File: src/rtl/shift_seq_pkg.sv
// Shared types and helpers for the shift-register sequencer.
package shift_seq_pkg;

    typedef enum logic [1:0] {
        IDLE  = 2'd0,
        SHIFT = 2'd1,
        PAR   = 2'd2,
        FIN   = 2'd3
    } state_e;

    localparam logic MODE_TX = 1'b0;
    localparam logic MODE_RX = 1'b1;

    // Even parity bit: makes the total count of ones (word + bit) even.
    function automatic logic even_parity(input logic [31:0] word);
        return ^word;
    endfunction

endpackage

File: src/rtl/shift_seq_ctrl_if.sv
// Parallel/serial signal bundle between the datapath, the sequencer and the pins.
interface shift_seq_ctrl_if #(
    parameter int WIDTH = 8
);
    logic             START;
    logic             MODE;
    logic [WIDTH-1:0] PDIN;
    logic             SDIN;
    logic             SDOUT;
    logic [WIDTH-1:0] PDOUT;
    logic             BUSY;
    logic             DONE;
    logic             PERR;

    modport master (
        output START, MODE, PDIN, SDIN,
        input  SDOUT, PDOUT, BUSY, DONE, PERR
    );

    modport slave (
        input  START, MODE, PDIN, SDIN,
        output SDOUT, PDOUT, BUSY, DONE, PERR
    );
endinterface

File: src/rtl/shift_bit_timer.sv
// Bit-period and bit-index counters: emits a boundary strobe and a last-bit flag.
module shift_bit_timer #(
    parameter int WIDTH = 8,
    parameter int DIV   = 1
) (
    input  logic CLK,
    input  logic CLR,
    input  logic clear,
    input  logic run,
    output logic tick,
    output logic last_bit
);
    localparam int PW = (DIV > 1) ? $clog2(DIV) : 1;
    localparam int BW = $clog2(WIDTH);
    localparam logic [PW-1:0] PERIOD_LAST = PW'(DIV - 1);
    localparam logic [BW-1:0] BIT_LAST    = BW'(WIDTH - 1);

    logic [PW-1:0] period_q, period_d;
    logic [BW-1:0] bit_q, bit_d;

    assign tick     = run && (period_q == PERIOD_LAST);
    assign last_bit = (bit_q == BIT_LAST);

    always_comb begin
        // NOTE: defaults first so every path assigns every output; a missing branch would infer a latch.
        period_d = period_q;
        bit_d    = bit_q;
        if (clear) begin
            period_d = '0;
            bit_d    = '0;
        end else if (run) begin
            period_d = tick ? '0 : period_q + 1'b1;
            if (tick && !last_bit) begin
                bit_d = bit_q + 1'b1;
            end
        end else begin
            period_d = '0;
        end
    end

    // NOTE: flops use non-blocking assignments so every register samples pre-edge values.
    always_ff @(posedge CLK) begin
        if (CLR) begin
            period_q <= '0;
            bit_q    <= '0;
        end else begin
            period_q <= period_d;
            bit_q    <= bit_d;
        end
    end

endmodule

File: src/rtl/shift_seq_ctrl.sv
// Serial transmit/receive sequencer over a WIDTH-bit shift register, LSB first.
// Build option: define PARITY_EN to append an even-parity bit period.
module shift_seq_ctrl
    import shift_seq_pkg::*;
#(
    parameter int WIDTH = 8,
    parameter int DIV   = 1
) (
    input logic             CLK,
    input logic             CLR,
    shift_seq_ctrl_if.slave bus
);

    state_e           state_q, state_d;
    logic             mode_q, mode_d;
    logic [WIDTH-1:0] sr_q, sr_d;
    logic [WIDTH-1:0] pdout_q, pdout_d;
`ifdef PARITY_EN
    logic             tx_par_q, tx_par_d;
    logic             perr_q, perr_d;
`endif

    logic tick;
    logic last_bit;
    logic busy;
    logic accept;

    assign busy   = (state_q == SHIFT) || (state_q == PAR);
    assign accept = (state_q == IDLE) && bus.START;

    shift_bit_timer #(
        .WIDTH (WIDTH),
        .DIV   (DIV)
    ) u_timer (
        .CLK      (CLK),
        .CLR      (CLR),
        .clear    (accept),
        .run      (busy),
        .tick     (tick),
        .last_bit (last_bit)
    );

    always_comb begin
        state_d = state_q;
        mode_d  = mode_q;
        sr_d    = sr_q;
        pdout_d = pdout_q;
`ifdef PARITY_EN
        tx_par_d = tx_par_q;
        perr_d   = perr_q;
`endif
        unique case (state_q)
            IDLE: begin
                if (bus.START) begin
                    state_d = SHIFT;
                    mode_d  = bus.MODE;
                    sr_d    = (bus.MODE == MODE_TX) ? bus.PDIN : '0;
`ifdef PARITY_EN
                    tx_par_d = even_parity(32'(bus.PDIN));
                    perr_d   = 1'b0;
`endif
                end
            end
            SHIFT: begin
                if (tick) begin
                    // Receive fills from the top; transmit backfills with idle-high ones.
                    sr_d = {(mode_q == MODE_RX) ? bus.SDIN : 1'b1, sr_q[WIDTH-1:1]};
                    if (last_bit) begin
`ifdef PARITY_EN
                        state_d = PAR;
`else
                        state_d = FIN;
                        if (mode_q == MODE_RX) begin
                            pdout_d = sr_d;
                        end
`endif
                    end
                end
            end
            PAR: begin
`ifdef PARITY_EN
                if (tick) begin
                    state_d = FIN;
                    if (mode_q == MODE_RX) begin
                        pdout_d = sr_q;
                        perr_d  = (bus.SDIN != even_parity(32'(sr_q)));
                    end
                end
`else
                state_d = IDLE;
`endif
            end
            FIN:     state_d = IDLE;
            default: state_d = IDLE;
        endcase
    end

    always_ff @(posedge CLK) begin
        if (CLR) begin
            state_q <= IDLE;
            mode_q  <= MODE_TX;
            sr_q    <= '0;
            pdout_q <= '0;
`ifdef PARITY_EN
            tx_par_q <= 1'b0;
            perr_q   <= 1'b0;
`endif
        end else begin
            state_q <= state_d;
            mode_q  <= mode_d;
            sr_q    <= sr_d;
            pdout_q <= pdout_d;
`ifdef PARITY_EN
            tx_par_q <= tx_par_d;
            perr_q   <= perr_d;
`endif
        end
    end

    // Line idles high outside the bit periods and during receive.
    always_comb begin
        bus.SDOUT = 1'b1;
        if (mode_q == MODE_TX) begin
            if (state_q == SHIFT) begin
                bus.SDOUT = sr_q[0];
            end
`ifdef PARITY_EN
            if (state_q == PAR) begin
                bus.SDOUT = tx_par_q;
            end
`endif
        end
    end

    assign bus.PDOUT = pdout_q;
    assign bus.BUSY  = busy;
    assign bus.DONE  = (state_q == FIN);
`ifdef PARITY_EN
    assign bus.PERR  = perr_q;
`else
    assign bus.PERR  = 1'b0;
`endif

endmodule

File: src/flat_wrapper.sv
// flat-port wrapper written by rule: the top's interface ports become plain ports
module shift_seq_ctrl_flat import shift_seq_pkg::*;
#(
    parameter int WIDTH = 8,
    parameter int DIV   = 1
)
  (CLK, CLR, bus_START, bus_MODE, bus_PDIN, bus_SDIN, bus_SDOUT, bus_PDOUT, bus_BUSY, bus_DONE, bus_PERR);
  shift_seq_ctrl_if #(.WIDTH(WIDTH)) bus_i ();
  input logic CLK;
  input logic CLR;
  input wire logic [$bits(bus_i.START)-1:0] bus_START;
  input wire logic [$bits(bus_i.MODE)-1:0] bus_MODE;
  input wire logic [$bits(bus_i.PDIN)-1:0] bus_PDIN;
  input wire logic [$bits(bus_i.SDIN)-1:0] bus_SDIN;
  output wire logic [$bits(bus_i.SDOUT)-1:0] bus_SDOUT;
  output wire logic [$bits(bus_i.PDOUT)-1:0] bus_PDOUT;
  output wire logic [$bits(bus_i.BUSY)-1:0] bus_BUSY;
  output wire logic [$bits(bus_i.DONE)-1:0] bus_DONE;
  output wire logic [$bits(bus_i.PERR)-1:0] bus_PERR;
  assign bus_i.START = bus_START;
  assign bus_i.MODE = bus_MODE;
  assign bus_i.PDIN = bus_PDIN;
  assign bus_i.SDIN = bus_SDIN;
  assign bus_SDOUT = bus_i.SDOUT;
  assign bus_PDOUT = bus_i.PDOUT;
  assign bus_BUSY = bus_i.BUSY;
  assign bus_DONE = bus_i.DONE;
  assign bus_PERR = bus_i.PERR;
  shift_seq_ctrl #(.WIDTH(WIDTH), .DIV(DIV)) u_core (.CLK(CLK), .CLR(CLR), .bus(bus_i));
endmodule
File: config.mk
export PLATFORM = sky130hd
export DESIGN_NAME = shift_seq_ctrl_flat
export DESIGN_NICKNAME = d
export VERILOG_FILES = /design/src/rtl/shift_seq_pkg.sv /design/src/rtl/shift_seq_ctrl_if.sv /design/src/rtl/shift_bit_timer.sv /design/src/rtl/shift_seq_ctrl.sv /design/src/flat_wrapper.sv
export SDC_FILE = /design/constraint.sdc
export NUM_CORES = 1
export LEC_CHECK = 0
export CORE_UTILIZATION = 52
export DETAILED_ROUTE_END_ITERATION = 10
export GPL_ROUTABILITY_DRIVEN = 0
export PLACE_DENSITY = 0.88
export SETUP_SLACK_MARGIN = 0.3
export SLEW_MARGIN = 5
export SYNTH_ARGS = -nofsm -noshare
export SYNTH_HDL_FRONTEND = slang
export SYNTH_SLANG_ARGS = --single-unit
File: constraint.sdc
create_clock -name CLK -period 2.75 [get_ports CLK]
set_input_delay 0.275 -clock CLK [delete_from_list [all_inputs] [get_ports CLK]]
set_output_delay 0.275 -clock CLK [all_outputs]
set_load 0.1 [all_outputs]
Yosys cells after proc, flatten, opt, wreduce, memory -nomap -nowiden. Cells that the tools add are included.

$add $sub $neg: 2. Equal/unequal tests: 7. Muxes and demuxes: 11. Bitwise operators: 2. Reductions and logical operators: 15.

Operator list (count): two-way mux 8 bit (3); one-hot mux 8 bit (2 select lines) (1); two-way mux 2 bit (3); inequality test 2 bit, second input constant (3); one-hot mux 2 bit (3 select lines) (1); AND reduction 3 bit (2); equality test 2 bit, second input constant (2); AND reduction 2 bit (2); AND reduction 4 bit (1); OR reduction 2 bit (2); OR reduction 4 bit (1); adder 3 x 1 -> 3 bit, second input constant (1); equality test 3 bit, second input constant (1); logical AND 1 bit (3); two-way mux 1 bit (3); equality test 2 x 1 -> 1 bit, second input constant (1); logical NOT 2 bit (1); NOT 1 bit (2); nonzero test 2 bit (1); adder 1 bit, second input constant (1); logical NOT 1 bit (1); logical OR 1 bit (1).

Register bits after elaboration: 23. Input port bits: 13. Output and inout port bits: 12.

Logic depth before layout (Yosys ltp). Gate-level depths: netlist (run 1).

Word-level depth: 5. Mapped depth: 6. Mapped depth without buffers: 5.

Hierarchy. From an unflattened synthesis (run 1), not the netlist that was laid out.

Cell total of the unflattened synthesis: 123. Area, all modules: 1166.1 um^2.

By module, submodules not included: shift_seq_ctrl (instances 1, cells each 105, area each 953.4 um^2); shift_bit_timer (instances 1, cells each 18, area each 212.7 um^2).

Least setup slack after synthesis (run 1). Ideal clock, no wire load.

Kind: reg2reg. Start: register u_core.state_q[0]. End: register u_core.pdout_q[0] (netlist: u_core.bus.PDOUT[0]). Library setup time: 0.072 ns. Data arrival time: 2.073 ns. Data required time: 2.678 ns. Path slack: 0.605 ns. Stages on the path, launching flop included: 6. Path through: dfxtp_1 -> inv_1 -> ha_1 -> nand4b_1 -> nor2_2 -> mux2i_1.

Cells in the longest elaborated chain, start to end: 4. Elaborated cells on any way between the ends: 5.

RTL lines: from (decl) (RTL line shift_seq_ctrl.sv:14) `state_e state_q, state_d;`; from (signal assigned) (RTL line shift_seq_ctrl.sv:109) `state_q <= state_d;`; equality test 2 x 1 -> 1 bit or equality test 2 bit (tied branches) (RTL line shift_seq_ctrl.sv:28) `assign busy = (state_q == SHIFT) || (state_q == PAR);`; logical OR 1 bit * (RTL line shift_seq_ctrl.sv:28); net bus_BUSY (RTL line flat_wrapper.sv:17) `output wire logic [$bits(bus_i.BUSY)-1:0] bus_BUSY;`; logical AND 1 bit * (RTL line shift_bit_timer.sv:21) `assign tick = run && (period_q == PERIOD_LAST);`; AND reduction 4 bit (no line) *; to (signal assigned) (RTL line shift_seq_ctrl.sv:112) `pdout_q <= pdout_d;`; to (decl) (RTL line shift_seq_ctrl.sv:17) `logic [WIDTH-1:0] pdout_q, pdout_d;`.

The timed path passes the listed nets; every way through them passes the cells marked *. A chain may end at the register's enable or synchronous reset.

Final worst setup path (run 1).
Start: register u_core.state_q[1]. End: register u_core.sr_q[7].

Cells in the longest elaborated chain, start to end: 5. Elaborated cells on any way between the ends: 10.

RTL lines: equality test 2 x 1 -> 1 bit or equality test 2 bit (tied branches) (RTL line shift_seq_ctrl.sv:28, shift_seq_ctrl.sv:52); logical OR 1 bit (RTL line shift_seq_ctrl.sv:28); logical AND 1 bit (RTL line shift_bit_timer.sv:21); inequality test 2 bit (no line); AND reduction 3 bit (no line); to (signal assigned) (RTL line shift_seq_ctrl.sv:111) `sr_q <= sr_d;`; to (decl) (RTL line shift_seq_ctrl.sv:16) `logic [WIDTH-1:0] sr_q, sr_d;`.

Several ways; a longest one is shown, not always the timed one.

==> flow_summary.ini, run 1 <==
[synthesis]
ys_types = 28
synth_edf_count = 0
seq_area_frac_synth = 0.387
avgSynthCellArea_um2 = 10.1
postSynthCellCount = 118
synth-seq-cells = 23
synth_area_um2 = 1190
synth-async-reset-ratio = 0
synth_flop_cell = dfxtp_1
ys.warnings.count = 0

[critical_path]
startpoint_type = flop
endpoint_kind = flop
arrival_ns = 2.06
path_max_fanout = 13
reg2regPathDepth = 5
ff2ff_setup_slack_ns = 0.91
crit_required_ns = 2.97
path_class = flop to flop

[grt]
antenna_found_initial = 0
grt_pass1_wl_mm = 3.66
overflow = 0
grt_pass1_vias = 895
grt_start_max_net_pins = 29
track_usage = 0.191

[power_and_ir_drop]
total_power_uw = 820
peakVddDrop_mv = 0.410
p_per_area_nw_per_um2 = 581
power_leakage_nw = 0.523

[sta]
fin_crit_sh = 0.668
finClkSkew_ns = 0.00449
hold_viol_final = 0
hold_ws_ns = 0.483
fmax_mhz = 545
rsz0062_at_grt = false
setup_tns_ns = 0
fin_crit_ns = 1.84
setup_violations = 0
slew_violations = 0
tightest_slew_ns = 1.00
slew_headroom = 0.331

[drt]
drt_wl_total_mm = 2.22
vias = 938
viasPerCell = 5.62
postRouteAntennaNets = 0
wl_per_cell_um = 13.3
initialDrtViolationCount = 28
drc_errors = 0
first_pass_iters = 4

[final_layout]
synthToLayoutAreaGrowth_pct = 18.6
fin_nets = 161
layout-drive-gt1-share = 0.200
n_antenna_cell = 0

[cts]
postCtsSetupBuffers = 0
clk_path_buf_depth = 2
clock_latency_ns = 0.31
htree_levels = 1
clkTransAtPathRegs_ns = 0.13
clockRootBuffer = clkbuf_4
cts_tree = yes
cts_num_sinks = 23
ctsResizeCount = 0
cts_hold_buf = 0
numCtsBuffers = 3

[placement]
io_buffers = 23
place_hpwl_mm = 1.61

[floorplanning]
chipHeight_um = 49.9
die_area_um2 = 2490
io_pins = 25
die_x_um = 49.9
num_rows = 16
fp.coreArea_um2 = 2060
initial_utilization = 0.578

[worst_hold_path]
hp-class = flop to flop
holdPathStages = 2

[job]
maxCapViolations = 0

[status]
status = finished clean
## cells by family after synthesis
kind of cell / share of synthesized area
AND/OR/NAND/NOR: 0.179
AO/OA/AOI/OAI: 0.203
flip-flops: 0.387
multiplexers: 0.0966
buffers and inverters: 0.0515
adder cells (fa/ha/maj): 0.0735
other: 0.00315
XOR/XNOR: 0.00735
## Yosys cell counts, types with 2 or more instances
| library cell | count | area share |
|---|---|---|
| nand2b_1 | 18 | 0.095 |
| ha_1 | 7 | 0.074 |
| a22oi_1 | 7 | 0.044 |
| buf_6 | 2 | 0.019 |
| buf_4 | 2 | 0.013 |
| a221oi_1 | 2 | 0.015 |
| a21oi_1 | 9 | 0.038 |
| dfxtp_1 | 23 | 0.39 |
| a211oi_2 | 7 | 0.074 |
| nor2_1 | 6 | 0.019 |
| nand3_1 | 2 | 0.0084 |
| nand2_1 | 5 | 0.016 |
| mux2i_1 | 10 | 0.084 |
| inv_1 | 4 | 0.013 |
## final timing paths
path,startpoint,end
setup / recovery,u_core.state_q[1],u_core.sr_q[7]
setup reg to reg,u_core.state_q[1],u_core.sr_q[7]
hold / removal,u_core.bus.PDOUT[5],u_core.bus.PDOUT[5]
hold reg to reg,u_core.bus.PDOUT[5],u_core.bus.PDOUT[5]
## through the flow
stage          utilization  setup slack (ns)  std cells  cell area [µm²]
2_1_floorplan            -             0.605        119             1190
3_3_place_gp         0.672             0.956        163             1390
3_5_place_dp         0.672             0.916        163             1390
4_1_cts              0.685             0.931        167             1410
5_1_grt              0.685             0.794        167             1410
6_report             0.685             0.914        167             1410
## flip-flops by register name, indices dropped and copies added, names as in the netlist
signal,cells
u_core.mode_q,1
u_core.bus.PDOUT,8
u_core.u_timer.bit_q,3
u_core.u_timer.period_q,1
u_core.state_q,2
u_core.sr_q,8
## cells in the final DEF, fill, tap and decap left out, types with 2 or more instances in the layout
cell              n
nand2_1           5
mux2i_1          10
a211oi_2          7
clkdlybuf4s50_1  12
nor2_1            6
clkbuf_4          3
a221oi_1          2
a21oi_1           9
buf_4            11
ha_1              7
inv_1             4
dfxtp_1          23
a22oi_1           7
conb_1            2
nand3_1           2
nand2b_1         18
## per-layer routing
layer  vias up  track usage  wire length [µm]
met4         0       0.0952                45
met3         6       0.0401                81
li1        459            -                 -
met5         -            0                 0
met2        24        0.320              1070
met1       449        0.228              1020
## cell type report
type	count	area [µm²]
Fill cell	171	649
Timing Repair Buffer	23	203
Clock buffer	3	22.5
Tap cell	27	33.8
Clock inverter	1	5.00
Inverter	4	15.0
Sequential cell	23	460
Multi-Input combinational cell	86	673
## power by group
part	internal [mW]	leakage, nW	switching [mW]
Combinational	0.105	0.318	0.172
Clock	0.0543	0.0177	0.103
Sequential	0.362	0.188	0.0237
Total	0.521	0.523	0.299
## worst max-delay path: stages, from the launching register on
cell and delay (ns):
dfxtp_1 0.36, inv_1 0.10, ha_1 0.37, nor2_1 0.47, nand2_1 0.17, a311oi_4 0.29
Note: power is estimated with default switching activity, not from simulation.
==> inputs of run 2 (changes only) <==
--- a/config.mk
+++ b/config.mk
@@ -5,10 +5,10 @@
 export SDC_FILE = /design/constraint.sdc
 export NUM_CORES = 1
 export LEC_CHECK = 0
-export CORE_UTILIZATION = 52
+export CORE_UTILIZATION = 45
 export DETAILED_ROUTE_END_ITERATION = 10
 export GPL_ROUTABILITY_DRIVEN = 0
-export PLACE_DENSITY = 0.88
+export PLACE_DENSITY = 0.82
 export SETUP_SLACK_MARGIN = 0.3
 export SLEW_MARGIN = 5
 export SYNTH_ARGS = -nofsm -noshare
==> constraint.sdc (replaced) <==
create_clock -name CLK -period 1.5 [get_ports CLK]
set_input_delay 0.15 -clock CLK [delete_from_list [all_inputs] [get_ports CLK]]
set_output_delay 0.15 -clock CLK [all_outputs]
set_load 0.1 [all_outputs]
==> flow_summary.ini, run 2 (synthesis gave the netlist of run 1 again) <==
[drt]
highest_layer = met4
postRouteAntennaNets = 0
first_pass_iters = 4
viasPerCell = 5.38
initialDrtViolationCount = 14
drc_errors = 0
drt_wl_total_mm = 2.91
wl_met1_mm = 1.20
wl_per_cell_um = 15.6
dr_wl_met2_mm = 1.53
dr_wl_met3_um = 128
vias = 1006

[worst_hold_path]
hp-class = input port to flop
holdPathStages = 3
min_from = bus_SDIN
worstHoldEndpoint = u_core.bus.PDOUT[7]

[grt]
grt_pass1_wl_mm = 4.55
grt_start_max_net_pins = 29
overflow = 0
track_usage = 0.223
grt_pass1_vias = 996
antenna_found_initial = 0

[critical_path]
reg2regPathDepth = 6
startpoint = u_core.state_q[0]
endpoint_kind = flop
crit_required_ns = 1.75
ff2ff_setup_slack_ns = 0.03
worstReg2RegStart = u_core.state_q[0]
arrival_ns = 1.72
startpoint_type = flop
reg2reg_to = u_core.bus.PDOUT[1]
path_max_fanout = 4
path_class = flop to flop

[final_layout]
seq_area_um2 = 468
n_antenna_cell = 0
final_common_cell = dfxtp_1
final_core_util = 0.742
most-common-layout-cells = 19 x dfxtp_1, 17 x nand2b_1, 13 x buf_12
multiInputGateArea_um2 = 790
layout-drive-gt1-share = 0.427
fin_nets = 178
synthToLayoutAreaGrowth_pct = 55.7
fin_cells = 187
fill_cells = 168

[floorplanning]
die_area_um2 = 2860
die_x_um = 53.5
io_pins = 25
initial_utilization = 0.476
chipHeight_um = 53.5
num_rows = 18
fp.coreArea_um2 = 2500

[job]
maxCapViolations = 0

[sta]
slew_violations = 0
setup_violations = 0
hold_viol_final = 0
rsz0062_at_grt = true
fmax_mhz = 679
fin_crit_ns = 1.47
setup_ws_ns = 0.0268
setup_tns_ns = 0
fin_crit_sh = 0.982
finClkSkew_ns = 0.00680

[placement]
pre_cts_ws_ns = -0.0659
io_buffers = 23
place_hpwl_mm = 1.83
dp.cells = 176

[cts]
cts_num_sinks = 23
htree_levels = 1
clk_path_buf_depth = 2
clockRootBuffer = clkbuf_4
cts_hold_buf = 0
clkTransAtPathRegs_ns = 0.13
clock_latency_ns = 0.32
cts_tree = yes
numCtsBuffers = 3

[power_and_ir_drop]
p_per_area_nw_per_um2 = 963
peakVddDrop_mv = 1.07
power_leakage_nw = 0.666

[status]
status = finished clean
-- run 2: power by group --
group | total (mW) | switching, mW | internal [mW]
clock | 0.295 | 0.195 | 0.100
sequential | 0.719 | 0.0521 | 0.667
combinational | 0.772 | 0.400 | 0.372
-- run 2: worst max-delay path: stages, from the launching register on --
cell and delay, ns:
dfxtp_4 0.40, inv_4 0.04, ha_4 0.27, nand4b_1 0.16, nor2_4 0.21, buf_6 0.13
mux2i_1 0.20
-- run 2: metrics by stage --
stage          hold slack (ns)  power (mW)  cell area, µm²
2_1_floorplan            0.297        1.17            1220
3_3_place_gp             0.465        1.32            1650
3_5_place_dp             0.475        1.34            1650
4_1_cts                  0.428        1.74            1820
5_1_grt                  0.427        1.87            1850
6_report                 0.420        1.79            1850
-- run 2: how the worst max path moves through the flow --
stage,end,slack [ns],cells after the start
CTS,u_core.bus.PDOUT[5],0.04,6
detailed placement,u_core.bus.PDOUT[1],-0.07,6
floorplan,u_core.bus.PDOUT[0],-0.08,5
finish,u_core.bus.PDOUT[1],0.03,6
global placement,u_core.bus.PDOUT[0],0.04,6
global route,u_core.bus.PDOUT[5],-0.03,6
-- run 2: final cells by class --
type | count | area share
clock buffers | 3 | 0.0121
clock inverters | 1 | 0.00270
inverters | 4 | 0.0108
multi-input cells | 86 | 0.426
flip-flops and latches | 23 | 0.252
well taps | 30 | 0.0202
repair buffers | 40 | 0.276
-- run 2: what timing repair did --
item / in CTS / in global routing
endpoints found under the setup margin: 24 / 25
hold endpoints to repair: 0 / 0
pin swaps: 6 / 9
resized for setup: 25 / 5
setup buffers: 5 / 2
-- run 2: routing by layer --
metal  vias to the layer above  GRT usage
met5                         -          0
met4                         0     0.0482
met3                         5     0.0690
met2                        27      0.415
met1                       483      0.243
li1                        491          -
==> inputs of run 3 (changes only) <==
--- a/config.mk
+++ b/config.mk
@@ -14,3 +14,4 @@
 export SYNTH_ARGS = -nofsm -noshare
 export SYNTH_HDL_FRONTEND = slang
 export SYNTH_SLANG_ARGS = --single-unit
+export TNS_END_PERCENT = 30
==> flow_summary.ini, run 3 (synthesis gave the netlist of run 1 again) <==
[status]
status = finished clean

[final_layout]
final_core_util = 0.707
most-common-layout-cells = 19 x dfxtp_1, 18 x nand2b_1, 13 x buf_12
fin_cells = 179
fin_nets = 170
synthToLayoutAreaGrowth_pct = 48.4
n_antenna_cell = 0
fill_cells = 187
final_common_cell = dfxtp_1
layout-drive-gt1-share = 0.362

[drt]
postRouteAntennaNets = 0
wl_per_cell_um = 15.7
initialDrtViolationCount = 10
drt_wl_total_mm = 2.80
viasPerCell = 5.56
drc_errors = 0
vias = 996
first_pass_iters = 5

[floorplanning]
chipHeight_um = 53.5
die_area_um2 = 2860
die_x_um = 53.5
fp.coreArea_um2 = 2500
num_rows = 18
initial_utilization = 0.476
io_pins = 25

[sta]
fmax_mhz = 689
fin_crit_sh = 0.967
setup_violations = 0
slew_violations = 0
setup_tns_ns = 0
fin_crit_ns = 1.45
hold_ws_ns = 0.399
rsz0062_at_grt = true
hold_viol_final = 0
setup_ws_ns = 0.0494
finClkSkew_ns = 0.0104

[cts]
clock_latency_ns = 0.33
cts_hold_buf = 0
clkTransAtPathRegs_ns = 0.14
numCtsBuffers = 3
cts_tree = yes
htree_levels = 1
clockRootBuffer = clkbuf_4
cts_num_sinks = 23
clk_path_buf_depth = 2

[grt]
overflow = 0
track_usage = 0.227
grt_start_max_net_pins = 29
grt_pass1_wl_mm = 4.49
grt_pass1_vias = 1054
antenna_found_initial = 0

[critical_path]
startpoint_type = flop
arrival_ns = 1.71
crit_required_ns = 1.76
endpoint_kind = flop
path_class = flop to flop
path_max_fanout = 8

[power_and_ir_drop]
peakVddDrop_mv = 0.868
p_per_area_nw_per_um2 = 989
power_leakage_nw = 0.620

[worst_hold_path]
hp-class = input port to flop

[placement]
dp.cells = 170
pre_cts_ws_ns = -0.0361
place_hpwl_mm = 1.83
io_buffers = 23

[job]
maxCapViolations = 0
run 3: timing repair:
action | in CTS | in global routing
endpoints found under the setup margin | 24 | 24
pin swaps | 3 | 12
setup buffers | 4 | 0
gates resized for setup | 11 | 12
gates cloned | 1 | 0
hold endpoints to repair | 0 | 0
run 3: worst max-delay path, stage by stage, from the launching register on:
cell	delay, ns
dfxtp_4	0.41
inv_4	0.04
ha_4	0.17
mux2_4	0.32
and2_4	0.20
a211oi_2	0.24
run 3: path summary, 6_finish.rpt:
check,start,end,slack (ns),cells past startpoint
worst max-delay path,u_core.state_q[0],u_core.sr_q[3],0.05,5
worst min-delay path,bus_SDIN,u_core.bus.PDOUT[7],0.40,3
worst max register to register,u_core.state_q[0],u_core.sr_q[3],0.05,5
worst min register to register,u_core.sr_q[7],u_core.bus.PDOUT[6],0.50,2
run 3: area by class of cell:
type | count | area, µm² | share of cell area
Clock buffer | 3 | 22.5 | 0.0127
Clock inverter | 1 | 5.00 | 0.00283
Inverter | 4 | 20.0 | 0.0113
Multi-Input combinational cell | 87 | 782 | 0.442
Sequential cell | 23 | 468 | 0.265
Tap cell | 30 | 37.5 | 0.0212
Timing Repair Buffer | 31 | 433 | 0.245
run 3: report_power, final:
part           switching (mW)  internal (mW)  leakage, nW
logic                   0.386          0.329        0.412
registers              0.0610          0.667        0.190
clock network           0.204          0.100       0.0177
run 3: metal layers:
layer	wire length [µm]	GRT usage
met2	1470	0.423
met5	0	0
met1	1100	0.209
met3	139	0.0603
met4	92	0.158
run 3: stage by stage:
stage          instance area [µm²]  power (mW)
6_report                      1770        1.75
3_3_place_gp                  1610        1.28
3_5_place_dp                  1610        1.31
4_1_cts                       1710        1.68
2_1_floorplan                 1220        1.16
5_1_grt                       1770        1.83
